--- src/rtl/fetch_unit_if.sv ---
// rtl/fetch_unit_if.sv - fetch unit bundle: redirect, instruction memory and decode-side handshake
interface fetch_unit_if #(
    parameter int WIDTH = 32,
    parameter int DEPTH = 4
);
    localparam int OW = $clog2(DEPTH) + 1;

    logic             jump;
    logic [WIDTH-1:0] jump_addr;
    logic             imem_req;
    logic [WIDTH-1:0] imem_addr;
    logic [WIDTH-1:0] imem_data;
    logic             out_valid;
    logic             out_ready;
    logic [WIDTH-1:0] out_inst;
    logic [WIDTH-1:0] out_pc;
    logic [OW-1:0]    occupancy;

    // fetch unit side
    modport master (
        input  jump, jump_addr, imem_data, out_ready,
        output imem_req, imem_addr, out_valid, out_inst, out_pc, occupancy
    );

    // environment side: execute stage, instruction memory and decode
    modport slave (
        output jump, jump_addr, imem_data, out_ready,
        input  imem_req, imem_addr, out_valid, out_inst, out_pc, occupancy
    );
endinterface

--- src/rtl/fetch_unit.sv ---
// rtl/fetch_unit.sv - instruction prefetch with FIFO queue and jump redirect; optional FETCH_BYPASS_EN
module fetch_unit #(
    parameter int               WIDTH      = 32,
    parameter int               DEPTH      = 4,
    parameter logic [WIDTH-1:0] RESET_ADDR = '0
) (
    input  logic          clk,
    input  logic          rst,
    fetch_unit_if.master  bus
);
    localparam int AW = $clog2(DEPTH);
    localparam int OW = AW + 1;
    localparam logic [WIDTH-1:0] STEP = WIDTH'(WIDTH / 8);

    logic [WIDTH-1:0] fpc;
    logic [WIDTH-1:0] pending_pc;
    logic             pending;
    logic [WIDTH-1:0] inst_q [DEPTH];
    logic [WIDTH-1:0] pc_q   [DEPTH];
    logic [AW-1:0]    rd_ptr;
    logic [AW-1:0]    wr_ptr;
    logic [OW-1:0]    count;

    logic             jmp;
    logic             issue;
    logic             pop;
    logic             push;
    logic             deq;
    logic             bypass_head;
    logic [OW-1:0]    occ;
    logic [WIDTH-1:0] issue_addr;

    // issue/accept decisions; a jump overrides the occupancy throttle and kills the arriving response
    always_comb begin
        jmp         = bus.jump && !rst;
        issue_addr  = jmp ? {bus.jump_addr[WIDTH-1:2], 2'b00} : fpc;
        occ         = count + OW'(pending);
`ifdef FETCH_BYPASS_EN
        bypass_head = pending && !jmp && (count == '0);
`else
        bypass_head = 1'b0;
`endif
        bus.out_valid = !rst && ((count != '0) || bypass_head);
        pop           = bus.out_valid && bus.out_ready;
        issue         = !rst && (jmp || ((occ - OW'(pop)) < OW'(DEPTH)));
        push          = pending && !jmp && !(bypass_head && pop);
        deq           = pop && (count != '0);
        bus.imem_req  = issue;
        bus.imem_addr = issue_addr;
        bus.occupancy = rst ? '0 : occ;
        bus.out_inst  = bypass_head ? bus.imem_data : inst_q[rd_ptr];
        bus.out_pc    = bypass_head ? pending_pc    : pc_q[rd_ptr];
    end

    // fetch PC, in-flight tracking and queue pointers; a jump flushes the queue
    always_ff @(posedge clk) begin
        if (rst) begin
            fpc        <= RESET_ADDR;
            pending    <= 1'b0;
            pending_pc <= '0;
            count      <= '0;
            rd_ptr     <= '0;
            wr_ptr     <= '0;
        end else begin
            pending <= issue;
            if (issue) begin
                pending_pc <= issue_addr;
                fpc        <= issue_addr + STEP;
            end
            if (jmp) begin
                count  <= '0;
                rd_ptr <= '0;
                wr_ptr <= '0;
            end else begin
                if (push) wr_ptr <= wr_ptr + AW'(1);
                if (deq)  rd_ptr <= rd_ptr + AW'(1);
                count <= count + OW'(push) - OW'(deq);
            end
        end
    end

    // queue storage is not reset; contents are only visible while count is nonzero
    always_ff @(posedge clk) begin
        if (!rst && push) begin
            inst_q[wr_ptr] <= bus.imem_data;
            pc_q[wr_ptr]   <= pending_pc;
        end
    end
endmodule

--- src/flat_wrapper.sv ---
// flat-port wrapper written by rule: the top's interface ports become plain ports
module fetch_unit_flat 
#(
    parameter int               WIDTH      = 32,
    parameter int               DEPTH      = 4,
    parameter logic [WIDTH-1:0] RESET_ADDR = '0
)
  (clk, rst, bus_jump, bus_jump_addr, bus_imem_data, bus_out_ready, bus_imem_req, bus_imem_addr, bus_out_valid, bus_out_inst, bus_out_pc, bus_occupancy);
  fetch_unit_if #(.WIDTH(WIDTH), .DEPTH(DEPTH)) bus_i ();
  input  logic clk;
  input  logic rst;
  input wire logic [$bits(bus_i.jump)-1:0] bus_jump;
  input wire logic [$bits(bus_i.jump_addr)-1:0] bus_jump_addr;
  input wire logic [$bits(bus_i.imem_data)-1:0] bus_imem_data;
  input wire logic [$bits(bus_i.out_ready)-1:0] bus_out_ready;
  output wire logic [$bits(bus_i.imem_req)-1:0] bus_imem_req;
  output wire logic [$bits(bus_i.imem_addr)-1:0] bus_imem_addr;
  output wire logic [$bits(bus_i.out_valid)-1:0] bus_out_valid;
  output wire logic [$bits(bus_i.out_inst)-1:0] bus_out_inst;
  output wire logic [$bits(bus_i.out_pc)-1:0] bus_out_pc;
  output wire logic [$bits(bus_i.occupancy)-1:0] bus_occupancy;
  assign bus_i.jump = bus_jump;
  assign bus_i.jump_addr = bus_jump_addr;
  assign bus_i.imem_data = bus_imem_data;
  assign bus_i.out_ready = bus_out_ready;
  assign bus_imem_req = bus_i.imem_req;
  assign bus_imem_addr = bus_i.imem_addr;
  assign bus_out_valid = bus_i.out_valid;
  assign bus_out_inst = bus_i.out_inst;
  assign bus_out_pc = bus_i.out_pc;
  assign bus_occupancy = bus_i.occupancy;
  fetch_unit #(.WIDTH(WIDTH), .DEPTH(DEPTH), .RESET_ADDR(RESET_ADDR)) u_core (.clk(clk), .rst(rst), .bus(bus_i));
endmodule
--- config.mk ---
export PLATFORM = sky130hd
export DESIGN_NAME = fetch_unit_flat
export DESIGN_NICKNAME = d
export VERILOG_FILES = /design/src/rtl/fetch_unit_if.sv /design/src/rtl/fetch_unit.sv /design/src/flat_wrapper.sv
export SDC_FILE = /design/constraint.sdc
export NUM_CORES = 1
export LEC_CHECK = 0
export CAP_MARGIN = 5
export CELL_PAD_IN_SITES_DETAIL_PLACEMENT = 1
export CELL_PAD_IN_SITES_GLOBAL_PLACEMENT = 1
export CORE_AREA = 2 2 176 178
export CTS_BUF_LIST = sky130_fd_sc_hd__clkbuf_2
export DETAILED_ROUTE_END_ITERATION = 12
export DIE_AREA = 0 0 178 180
export PLACE_DENSITY = 0.89
export SLEW_MARGIN = 15
export SYNTH_ARGS = -nofsm -noshare
export SYNTH_HDL_FRONTEND = slang
export SYNTH_SLANG_ARGS = --single-unit
--- constraint.sdc ---
create_clock -name clk -period 3.08 [get_ports clk]
set_input_delay 0.616 -clock clk [delete_from_list [all_inputs] [get_ports clk]]
set_output_delay 0.616 -clock clk [all_outputs]
set_load 0.1 [all_outputs]
==> impl_results.md <==
- Initial DRC Count: about 420
- Iteration count of the initial detailed-routing pass: 4
- Pre-CTS WS: -0.0938 ns
- Gr usage total: 21.1%
- Clock Power Share: 32.6%
- Max Slew Vio Count: 0
- Kind of end point of the critical path: output port
- Min cycle time layout: about 3 ns
- Area Overhead vs Synth: 35.0%
- Commonest non-fill, non-tap cell in the layout: edfxtp_1
- Post-route ant nets: 0
- Die Y-Extent: 180 um
- Multi-input gate area: 3750 um2
- Vias per inst: 5.25
- DR DRC count: 0
- Vias in the first global route: 9037
- Worst slew pin tran: 0.462 ns
- Average cell area after synthesis: 16.7 um2
- CTS tree: built
- Compound-cell area share of the yosys netlist: 3.65%
- RSZ-0062 raised after global routing: true
- Required time of the critical path: 2.46 ns
- Commonest cells after routing, fill and taps aside: 256 x edfxtp_1, 118 x clkbuf_2, 100 x nand2_1
- Number of fill cells in the layout: ~2900
- Slew margin rel.: roughly 69%
- Switch share: between 20% and 30%
- Sequential Power Share: 52.7%
- WP data arrival: 2.45 ns
- Number of buffers added on ports: 166
- Via count: a little over 8000
- Worst-path maximum fanout: 3
- Clk_lat worst skew: 0.89 ns
- Sw power: between 0.002 and 0.003 W
- Post-synthesis mux area share: 14.2%
- Top cells by area, synth: edfxtp_1 59%, dfxtp_1 11%, mux4_2 11%, nand2_1 2.9%, mux2i_1 1.7%
- Outcome: finished clean
- Post-Synth XOR/XNOR Area: 1.88%
- Clk slew on worst S/H paths: 0.10 ns
- Die area: between 30000 and 40000 um2
- Pin count of the biggest net entering global routing: 44
- CTS Buf Count: 82
- Share of layout cells above drive strength 1: 36.9%
- Largest family of logic cells by synthesized area: multiplexers
- Simple-gate share of the synthesized area: 7.24%
- Max-cap violation count: 0
- Share of total power in combinational logic: 14.7%
- Die X: 178 um
- Clock Path Buffers: 3
- Setup_tns: 0 ns
- Crit Path Category: register to output port
- Leakage power: 6.42 nW
- Area of the core: 30200 um2
- Final Hold Viols: 0
- DRT Wirelength: 32.8 mm
- Syn. warnings: 0
- VDD IR max: 0.240 mV
- Pint: 0.00667 W
- Synthesized area: approximately 13000 um2
- Post-Synth Adder-Cell Area: 1.01%
- Global-route wire length before repair: 51.3 mm
- Clock root cell: clkbuf_2
- Register bit total from synthesis: around 330
- Synthesized instance count: ~800
- Grt total ovfl: 0
- Final Skew: between 0.1 and 0.15 ns
- Post-route setup slack: approximately 0.013 ns
- Post-DP HPWL: 22.3 mm
- Post-synth EDFFs: 256
- Mapped Nets: 863
- NumNets Final: 1159
- Yosys cell types: approximately 60
- Final setup fails: 0
- Clk sink count: 328
- DR WL/cell: approximately 21 um
- Crit path launch type: register
- Starting Density: 43.3%
- Fmax: roughly 330 MHz
- Seq/Total Area, Yosys: ~70%
- H-tree levels: 3
- Most area-hungry cell type in the Yosys netlist: edfxtp_1
- Post-synth ARST share: 0%
- FF+latch area: 9140 um2
- Hold crit path type: primary input to register
- Io pins: 169
- Crit share post-route: 99.6%
- Top_reg_cell synth: edfxtp_1
- FP Rows: 64
- Gpl congestion: 0.828
- Synth top area share: roughly three fifths
- Antenna violations before repair: 1
- Power density cells: 529 nW/um2
==> synth_stat cells (3+ instances only) <==
master	number
edfxtp_1	256
nand2_1	102
dfxtp_1	72
mux4_2	64
inv_1	25
o21ai_0	25
xnor2_1	25
mux2i_1	22
nor2_1	21
clkbuf_1	16
o21ai_1	13
a22o_1	11
and2_1	11
and3_1	11
buf_2	11
ha_1	9
nor3_1	8
nor4_2	7
nand3_1	6
buf_6	5
mux2_2	5
a31oi_1	4
buf_1	4
mux2i_2	4
mux2i_4	3
nor2b_1	3
o31ai_1	3
xor2_1	3
==> logic make-up after synthesis <==
logic type | Yosys count
AO/OA/AOI/OAI | 72
XOR/XNOR | 28
adder cells (fa/ha/maj) | 10
buffers and inverters | 63
flip-flops | 328
multiplexers | 99
AND/OR/NAND/NOR | 185
==> per-layer routing <==
| metal | vias up | routed length, um | GRT usage [%] |
|---|---|---|---|
| met5 | - | 0 | 0 |
| met4 | 0 | 670 | 7.67 |
| met3 | 49 | 1970 | 4.55 |
| met2 | 276 | 16700 | 35.9 |
| met1 | 4121 | 13500 | 26.6 |
| li1 | 3659 | - | - |
==> timing repair <==
item                                   CTS  global route
endpoints found under the hold margin    0             0
hold buffers                             0             0
setup endpoints to repair               58            26
gates cloned                             2             0
pin swaps                                3             0
gates resized for setup                 19            17
buffers inserted                         8             0
==> area by class of cell <==
type	count	share of cell area, %
clock inverters	33	1.25
inverters	26	0.567
flip-flops and latches	328	51.7
multi-input cells	394	21.2
well taps	396	2.81
diodes	1	0.0142
repair buffers	249	19.0
clock buffers	118	3.34
==> worst paths after layout <==
kind                      from                   end  slack [ns]  cells past startpoint
min          bus_imem_data[22]  u_core.inst_q[0][22]        0.39                      1
max reg2reg    u_core.count[0]       u_core.count[2]        0.45                     11
max            u_core.count[0]          bus_imem_req        0.01                      8
min reg2reg      u_core.fpc[6]         u_core.fpc[6]        0.47                      2
==> critical path, cell delays in order, from the launching register on <==
cell	delay [ns]
dfxtp_2	0.35
ha_4	0.16
ha_4	0.22
nor4b_4	0.20
buf_4	0.15
a211o_1	0.14
nand3_2	0.10
inv_4	0.11
buf_12	0.18
==> metrics by stage <==
step | std cells | util (%) | power (W) | cell area (um2) | hold WS [ns]
global route | 1545 | 58.5 | 0.00974 | 17700 | 0.305
global placement | 1383 | 54.9 | 0.00633 | 16600 | 0.442
floorplan | 785 | - | 0.00579 | 13100 | 0.424
finish | 1545 | 58.5 | 0.00935 | 17700 | 0.392
CTS | 1544 | 58.3 | 0.00946 | 17600 | 0.295
detailed placement | 1383 | 54.9 | 0.00638 | 16600 | 0.455
==> registers in the layout, summed over array words and instances (netlist names), named ones only <==
register and count:
u_core.count 3, u_core.fpc 30, u_core.inst_q 128, u_core.pc_q 128, u_core.pending 1, u_core.pending_pc 32
u_core.rd_ptr 2, u_core.wr_ptr 2
==> power groups by stage <==
stage | Clock, W | Combinational (W) | Sequential (W)
2_1_floorplan | 0 | 0.000791 | 0.00500
3_3_place_gp | 0 | 0.00132 | 0.00501
3_5_place_dp | 0 | 0.00135 | 0.00503
4_1_cts | 0.00316 | 0.00137 | 0.00493
5_1_grt | 0.00336 | 0.00143 | 0.00494
6_report | 0.00305 | 0.00137 | 0.00493
Note: power is estimated with default switching activity, not from simulation.
